### src/rtl/zquench_pkg.sv
// Shared types and default sizes for the SPAD quench/reset sequencer array.
package zquench_pkg;

    // Per-channel sequencer phases: armed, quenching, hold-off, recharging.
    typedef enum logic [1:0] {
        ST_IDLE   = 2'd0,
        ST_QUENCH = 2'd1,
        ST_DEAD   = 2'd2,
        ST_RESET  = 2'd3
    } zq_state_e;

    localparam int NCH_DEF         = 4;
    localparam int CNT_W_DEF       = 8;
    localparam int SYNC_STAGES_DEF = 2;
    localparam int DCNT_W_DEF      = 16;

endpackage

### src/rtl/zquench_channel.sv
// One SPAD channel: pulse synchroniser, rising-edge detect, quench/dead/reset
// sequencer with latched durations, and a saturating detection counter.
module zquench_channel
    import zquench_pkg::*;
#(
    parameter int CNT_W       = CNT_W_DEF,
    parameter int SYNC_STAGES = SYNC_STAGES_DEF,
    parameter int DCNT_W      = DCNT_W_DEF
) (
    input  logic              clk,
    input  logic              rst,
    input  logic              en_i,
    input  logic              pulse_i,
    input  logic [CNT_W-1:0]  quench_cycles_i,
    input  logic [CNT_W-1:0]  dead_cycles_i,
    input  logic [CNT_W-1:0]  reset_cycles_i,
    input  logic              cnt_clr_i,
    output logic              quench_o,
    output logic              reset_o,
    output logic              busy_o,
    output logic              det_strobe_o,
    output logic [DCNT_W-1:0] det_count_o
);

    logic [SYNC_STAGES-1:0] sync_q;
    logic                   prev_q;
    logic                   rise;

    zq_state_e              state_q, state_d;
    logic [CNT_W-1:0]       dur_q, dur_d;
    logic [CNT_W-1:0]       q_len_q, d_len_q, r_len_q;
    logic                   accept;

    logic                   quench_q, quench_d;
    logic                   reset_q, reset_d;
    logic                   busy_q, busy_d;
    logic                   strobe_q;
    logic [DCNT_W-1:0]      count_q;

    // Synchroniser and previous-sample flop; disabled channels hold the chain low.
    always_ff @(posedge clk) begin
        if (rst || !en_i) begin
            sync_q <= '0;
            prev_q <= 1'b0;
        end else begin
            sync_q <= {sync_q[SYNC_STAGES-2:0], pulse_i};
            prev_q <= sync_q[SYNC_STAGES-1];
        end
    end

    assign rise = sync_q[SYNC_STAGES-1] & ~prev_q;

    // State, phase counter, latched durations and registered switch drives.
    always_ff @(posedge clk) begin
        if (rst) begin
            state_q  <= ST_IDLE;
            dur_q    <= '0;
            q_len_q  <= '0;
            d_len_q  <= '0;
            r_len_q  <= '0;
            quench_q <= 1'b0;
            reset_q  <= 1'b0;
            busy_q   <= 1'b0;
            strobe_q <= 1'b0;
        end else begin
            state_q  <= state_d;
            dur_q    <= dur_d;
            quench_q <= quench_d;
            reset_q  <= reset_d;
            busy_q   <= busy_d;
            strobe_q <= accept;
            if (accept) begin
                // Zero widths for quench/reset are stretched to one cycle.
                q_len_q <= (quench_cycles_i == '0) ? CNT_W'(1) : quench_cycles_i;
                d_len_q <= dead_cycles_i;
                r_len_q <= (reset_cycles_i == '0) ? CNT_W'(1) : reset_cycles_i;
            end
        end
    end

    // Next-state: phase counter runs 1..len in each busy phase; edges only count when armed.
    always_comb begin
        state_d = state_q;
        dur_d   = dur_q;
        accept  = 1'b0;
        if (!en_i) begin
            state_d = ST_IDLE;
            dur_d   = '0;
        end else begin
            case (state_q)
                ST_IDLE: begin
                    if (rise) begin
                        state_d = ST_QUENCH;
                        dur_d   = CNT_W'(1);
                        accept  = 1'b1;
                    end
                end
                ST_QUENCH: begin
                    if (dur_q == q_len_q) begin
                        state_d = (d_len_q == '0) ? ST_RESET : ST_DEAD;
                        dur_d   = CNT_W'(1);
                    end else begin
                        dur_d = dur_q + 1'b1;
                    end
                end
                ST_DEAD: begin
                    if (dur_q == d_len_q) begin
                        state_d = ST_RESET;
                        dur_d   = CNT_W'(1);
                    end else begin
                        dur_d = dur_q + 1'b1;
                    end
                end
                ST_RESET: begin
                    if (dur_q == r_len_q) begin
                        state_d = ST_IDLE;
                        dur_d   = '0;
                    end else begin
                        dur_d = dur_q + 1'b1;
                    end
                end
                default: begin
                    state_d = ST_IDLE;
                    dur_d   = '0;
                end
            endcase
        end
    end

    // Output decode from the next state so the drives are registered alongside it.
    always_comb begin
        quench_d = (state_d == ST_QUENCH);
        reset_d  = (state_d == ST_RESET);
        busy_d   = (state_d != ST_IDLE);
    end

    // Detection counter follows the strobe by one cycle; clear beats increment; saturates.
    always_ff @(posedge clk) begin
        if (rst || cnt_clr_i) begin
            count_q <= '0;
        end else if (strobe_q && !(&count_q)) begin
            count_q <= count_q + 1'b1;
        end
    end

    assign quench_o     = quench_q;
    assign reset_o      = reset_q;
    assign busy_o       = busy_q;
    assign det_strobe_o = strobe_q;
    assign det_count_o  = count_q;

endmodule

### src/rtl/zquench_array.sv
// Array of independent SPAD quench/reset channels plus registered enable mirror.
module zquench_array
    import zquench_pkg::*;
#(
    parameter int NCH         = NCH_DEF,
    parameter int CNT_W       = CNT_W_DEF,
    parameter int SYNC_STAGES = SYNC_STAGES_DEF,
    parameter int DCNT_W      = DCNT_W_DEF
) (
    input  logic                  clk,
    input  logic                  rst,
    input  logic [NCH-1:0]        en,
    input  logic [NCH-1:0]        pulse,
    input  logic [CNT_W-1:0]      quench_cycles,
    input  logic [CNT_W-1:0]      dead_cycles,
    input  logic [CNT_W-1:0]      reset_cycles,
    input  logic                  cnt_clr,
    output logic [NCH-1:0]        geiger_mode_en,
    output logic [NCH-1:0]        quench,
    output logic [NCH-1:0]        reset,
    output logic [NCH-1:0]        busy,
    output logic [NCH-1:0]        det_strobe,
    output logic [NCH*DCNT_W-1:0] det_count
);

    logic [NCH-1:0] geiger_q;

    // Registered copy of the per-channel enables.
    always_ff @(posedge clk) begin
        if (rst) begin
            geiger_q <= '0;
        end else begin
            geiger_q <= en;
        end
    end

    assign geiger_mode_en = geiger_q;

    generate
        for (genvar gi = 0; gi < NCH; gi++) begin : g_ch
            zquench_channel #(
                .CNT_W       (CNT_W),
                .SYNC_STAGES (SYNC_STAGES),
                .DCNT_W      (DCNT_W)
            ) u_ch (
                .clk             (clk),
                .rst             (rst),
                .en_i            (en[gi]),
                .pulse_i         (pulse[gi]),
                .quench_cycles_i (quench_cycles),
                .dead_cycles_i   (dead_cycles),
                .reset_cycles_i  (reset_cycles),
                .cnt_clr_i       (cnt_clr),
                .quench_o        (quench[gi]),
                .reset_o         (reset[gi]),
                .busy_o          (busy[gi]),
                .det_strobe_o    (det_strobe[gi]),
                .det_count_o     (det_count[gi*DCNT_W +: DCNT_W])
            );
        end
    endgenerate

endmodule

### config.mk
export PLATFORM = sky130hd
export DESIGN_NAME = zquench_array
export DESIGN_NICKNAME = d
export VERILOG_FILES = /design/src/rtl/zquench_pkg.sv /design/src/rtl/zquench_channel.sv /design/src/rtl/zquench_array.sv
export SDC_FILE = /design/constraint.sdc
export NUM_CORES = 1
export LEC_CHECK = 0
export CORE_MARGIN = 2
export CORE_UTILIZATION = 40
export DETAILED_ROUTE_END_ITERATION = 8
export PLACE_DENSITY_LB_ADDON = 0.12
export RECOVER_POWER = 50
export SYNTH_ARGS = -nofsm -noshare
export SYNTH_HDL_FRONTEND = slang
export SYNTH_SLANG_ARGS = --single-unit
### constraint.sdc
create_clock -name clk -period 3.6 [get_ports clk]
set_clock_uncertainty 0.2 [all_clocks]
set_input_delay 0.72 -clock clk [delete_from_list [all_inputs] [get_ports clk]]
set_output_delay 0.72 -clock clk [all_outputs]
set_load 0.01 [all_outputs]
* After elaboration in Yosys (flattened, before gate mapping)
Index checks and enable logic that the tools add are counted. Widths: inputs -> output; s select.
Word-level totals: flip-flop bits (word level) 232, bits of input ports 35, output and inout bits 84, word-level logic and storage cells 206
Operators by class: add/subtract/negate cells 8, equality and inequality tests 36, multiplexer cells 62, bitwise logic cells 12, reductions and logical operators 39
Operators with widths (count):
- $mux 8 | 18
- $pmux 8 s4 | 4
- $eq 8x8->1 | 12
- $add 16x1->16 const B | 4
- $reduce_and 16->1 | 4
- $logic_not 8->1 | 6
- $mux 2 | 20
- $add 8x1->8 const B | 4
- $pmux 2 s4 | 4
- $eq 2x2->1 const B | 12
- $eq 2x1->1 const B | 8
- $mux 1 | 16
- $logic_not 1->1 | 8
- $logic_not 2->1 | 4
- $ne 2x1->1 const B | 4
- $not 1->1 | 8
- $reduce_bool 2->1 | 4
- $reduce_or 2->1 | 4
- $logic_or 1x1->1 | 5
- $and 1x1->1 | 4
- $logic_and 1x1->1 | 4

* Depth between registers and ports, before layout
depth after elaboration 6, depth in mapped cells 7

* Hierarchy
A second synthesis with hierarchy kept.
Unflattened totals: cell total of the unflattened synthesis 1292, area total of the unflattened synthesis 11179.5 um^2
Modules (own cells, without submodules):
- zquench_channel (g_ch[0].u_ch ...) | instances 3, cells an instance 321, area each 2778.9 um^2
- zquench_channel (g_ch[3].u_ch) | instances 1, cells an instance 321, area each 2737.6 um^2
- zquench_array | instances 1, cells an instance 8, area each 105.1 um^2

* Worst setup path after synthesis
Ideal clock, no wire load.
path kind register -> register, start register g_ch[1].u_ch.dur_q[0], end register g_ch[1].u_ch.dur_q[5], data arrival time 1.666 ns, path slack 1.614 ns, cell stages (with the launch flop) 8, buffers on the path 1, path through dfxtp_1 > buf_4 > xor2_1 > nor4_2 > nand3_1 > o211a_2 > o21a_4 > a211o_1
Between the ends: cells in the longest elaborated chain, start to end 3, elaborated cells between the ends (all ways) 8, classes of those cells add/sub (1); eq/ne (3); mux (4)
Ends and longest elaborated chain:
- start, declared | RTL line zquench_channel.sv:30 | logic [CNT_W-1:0] dur_q, dur_d;
- start signal, assigned | RTL line zquench_channel.sv:67 | dur_q <= dur_d;
- $add 8x1->8, or another cell as far along | RTL line zquench_channel.sv:103, zquench_channel.sv:111, zquench_channel.sv:119
- $mux 8 (on tied branches) | RTL line zquench_channel.sv:115, zquench_channel.sv:99, zquench_channel.sv:107
- $pmux 8 s4 (*) | RTL line zquench_channel.sv:90 | case (state_q)
Every way passes the cells marked *; elsewhere a longest branch is shown, timed or not. A chain may end at the register's enable or synchronous reset.

* Final worst setup path
start register g_ch[2].u_ch.strobe_q, end output det_strobe[2]
RTL lines:
- start, declared | RTL line zquench_channel.sv:37 | logic strobe_q;
- start signal, assigned | RTL line zquench_channel.sv:71 | strobe_q <= accept;
- end, declared | RTL line zquench_array.sv:22 | output logic [NCH-1:0] det_strobe,
No word-level cell between the ends.

==> flow_summary_export.csv <==
group,metric,value,unit
run_status,outcome,"completed",
timing,fin_hold_ws,0.2249,ns
synthesis,syn_area_per_cell,8.277,sq um
route,antenna_left,0,
die,die-height,167.6,um
placed_design,place.gp.congestion,0.8110,
placed_design,dpl.hpwl,18.24,mm
power_and_ir_drop,ir_drop,0.0003273,V
synthesis,ys.flop_type,"dfxtp_1",
final_layout,drive_gt1_frac,0.05141,
worst_hold_path,min_path_cells,1,
setup_path,worstPathRequired,2.68,ns
setup_path,slowest_stage,"clkdlybuf4s50_1",
synthesis,synth.cell_area,10710,sq um
final_layout,nets,1405,
synthesis,ys_ff_latch,232,
clocking,numCtsBuffers,27,
setup_path,timing.rr.end,"g_ch[1].u_ch.dur_q[3]$_SDFFE_PP0P_",
synthesis,synthArstFlopShare,0,
setup_path,reg2reg_slack,1.10,ns
power_and_ir_drop,leakage,4.718,nW
die,pin_count,119,
timing,tightest_slew,1.467,ns
route,drt-met1-wl,13.19,mm
clocking,cts_root_buf,"clkbuf_16",
timing,period_minus_slack,2.540,ns
die,die_x,167.6,um
setup_path,worst_setup_path_start_kind,"flop",
synthesis,syn_inst,1294,
clocking,hold_buffers,0,
route,post_drt_wl_per_cell,15.60,um
clocking,clock_path_buffers,3,
final_layout,syn_to_final_growth,19.46,%
final_layout,num_antenna_cells,0,
synthesis,synth_common_cells,"dfxtp_1, nand2_1, nor2_1",
synthesis,yosys_warnings,0,
clocking,cts_resized,0,
clocking,cts_tree,"built",
clocking,h-tree-depth,1,
route,wirelength,26.77,mm
global_routing,grt_usage,0.1869,
setup_path,r2r-start,"g_ch[1].u_ch.dur_q[1]$_SDFFE_PP0P_",
setup_path,worstRegToRegCells,6,
clocking,cts_sinks,232,
setup_path,critPathCaptureType,"primary output",
die,num_rows,59,
worst_hold_path,min_to,"g_ch[0].u_ch.sync_q[1]$_SDFF_PP0_",
die,die_area,28100,sq um
synthesis,yosys.area.top_type,"dfxtp_1",
route,drt_iter0_markers,544,
setup_path,critical_path_class,"flop to primary output",
setup_path,critPathMaxFanout,4,
synthesis,ys_seq_area_frac,0.4336,
setup_path,path_cells,"clkdlybuf4s50_1",
timing,timing.setup.tns,0,ns
route,vias,8862,
global_routing,grt_first_pass_wirelength,43.33,mm
worst_hold_path,hold_start,"g_ch[0].u_ch.sync_q[0]$_SDFF_PP0_",
placed_design,place_ws,0.9955,ns
die,core,26210,sq um
setup_path,cp.arrival,1.62,ns
clocking,cts_setup_buffers,0,
setup_path,max_stage_delay,0.60,ns
flow_run,maxCapViolCount,0,
synthesis,synth_area_leaders,"dfxtp_1, nand2_1, xor2_1, xnor2_1, a21oi_1",
route,dr_wl_met2,11.72,mm
route,viasPerCell,5.164,
global_routing,first_global_vias,8298,
setup_path,crit_family,"buffers and inverters",
timing,slew_viol_final,0,
placed_design,port_buffers,118,
worst_hold_path,holdCritPathClass,"flop to flop",
synthesis,syn_nets,1337,
power_and_ir_drop,finalPower,0.005555,W
timing,finalCritPeriodShare,0.7057,
timing,timing.fmax,0.3936,GHz
power_and_ir_drop,p_per_area,434.2,nW/um^2
route,top_layer,"met4",
synthesis,yosysTopAreaCellShare,0.4336,
global_routing,grt_max_degree,44,
route,wl_met3,1.353,mm
timing,setup_viol,0,
route,drc,0,
global_routing,antenna_found_initial,0,
setup_path,crit_buf_inv,1,
timing,rsz0062_at_grt,"false",
synthesis,synth_edf_count,0,
clocking,clk_latency,0.54,ns
die,initial_utilization,0.4087,
global_routing,gr-total-overflow,0,
timing,finalHoldViolations,0,
timing,layout_setup_ws,1.060,ns
route,dr.pass1.iters,5,
clocking,clkTransAtPathRegs,0.05,ns
final_layout,final_util,0.4882,
setup_path,worstSetupStartpoint,"g_ch[2].u_ch.det_strobe_o$_SDFF_PP0_",
synthesis,synth_cell_types,64,
timing,slew_headroom,0.02208,
[flip-flops by register name, indices dropped and copies added, names as in the netlist, 8 cells and up]
signal	flops
g_ch.u_ch.dur_q	32
g_ch.u_ch.q_len_q	32
g_ch.u_ch.sync_q	8
g_ch.u_ch.state_q	8
g_ch.u_ch.d_len_q	32
g_ch.u_ch.r_len_q	32
g_ch.u_ch.det_count_o	64
[placed cells by master, fill, tap and decap left out, drive strengths merged, types with 3 or more instances in the layout]
cell | netlist | final
and4 | 7 | 7
xor2 | 87 | 87
o211ai | 6 | 6
and3 | 32 | 32
a211o | 3 | 3
nand4 | 26 | 26
a21boi | 3 | 3
and2 | 20 | 20
o31ai | 4 | 4
a31oi | 6 | 6
nor3b | 4 | 4
or3 | 4 | 4
clkbuf | 46 | 44
o21ai | 25 | 25
nand2b | 16 | 16
nor4 | 27 | 27
nor2 | 115 | 115
mux2i | 5 | 5
xnor2 | 65 | 65
a21oi | 111 | 111
clkdlybuf4s50 | 0 | 110
nor3 | 31 | 31
buf | 44 | 9
dfxtp | 232 | 232
a32o | 3 | 3
clkinv | 2 | 5
nor2b | 5 | 5
ha | 8 | 8
inv | 15 | 16
nand3b | 3 | 3
or2 | 3 | 3
dlygate4sd3 | 0 | 7
nand3 | 58 | 58
nand2 | 232 | 232
a211oi | 23 | 23
[layout make-up]
class / count / area (sq um)
Fill cell: 2574 / 13410
Inverter: 17 / 63.81
Clock inverter: 7 / 91.34
Tap cell: 335 / 419.2
Timing Repair Buffer: 129 / 1262
Sequential cell: 232 / 4644
Multi-Input combinational cell: 955 / 5495
Clock buffer: 41 / 818.3
[how the worst max path moves through the flow]
stage,cells past startpoint,endpoint
after floorplan,7,g_ch[1].u_ch.dur_q[5]$_SDFFE_PP0P_
after global placement,4,g_ch[1].u_ch.d_len_q[5]$_SDFFE_PP0P_
after detailed placement,4,g_ch[1].u_ch.q_len_q[5]$_SDFFE_PP0P_
after CTS,1,det_strobe[1]
after global routing,4,g_ch[3].u_ch.det_count_o[8]$_SDFFE_PP0P_
final,1,det_strobe[2]
[logic make-up after synthesis]
group	after synthesis	synth area share
adders and majority gates	8	0.009346
and+or+nand+nor	585	0.2582
AOI/OAI and AO/OA	205	0.1188
buffers and inverters	107	0.05105
xor gates and xnor gates	152	0.1243
muxes	5	0.004673
DFF	232	0.4336
[metal layers]
layer  track usage  up-vias
li1              -     4521
met2        0.2941      191
met3       0.03096       37
met5             0        -
met4       0.04726        0
met1        0.2670     4113
[stage by stage]
step / instance area, sq um / std cells
floorplan: 10710 / 1294
finish: 12790 / 1716
CTS: 12830 / 1716
detailed placement: 11920 / 1668
global route: 12790 / 1716
global placement: 11920 / 1668
[power breakdown]
part / leakage [nW] / switching, W / internal (W)
Sequential: 1.87 / 0.0000113 / 0.00258
Combinational: 2.40 / 0.000127 / 0.0000693
Clock: 0.448 / 0.00107 / 0.00170
Total: 4.72 / 0.00120 / 0.00435
(Power assumes the default switching activity.)
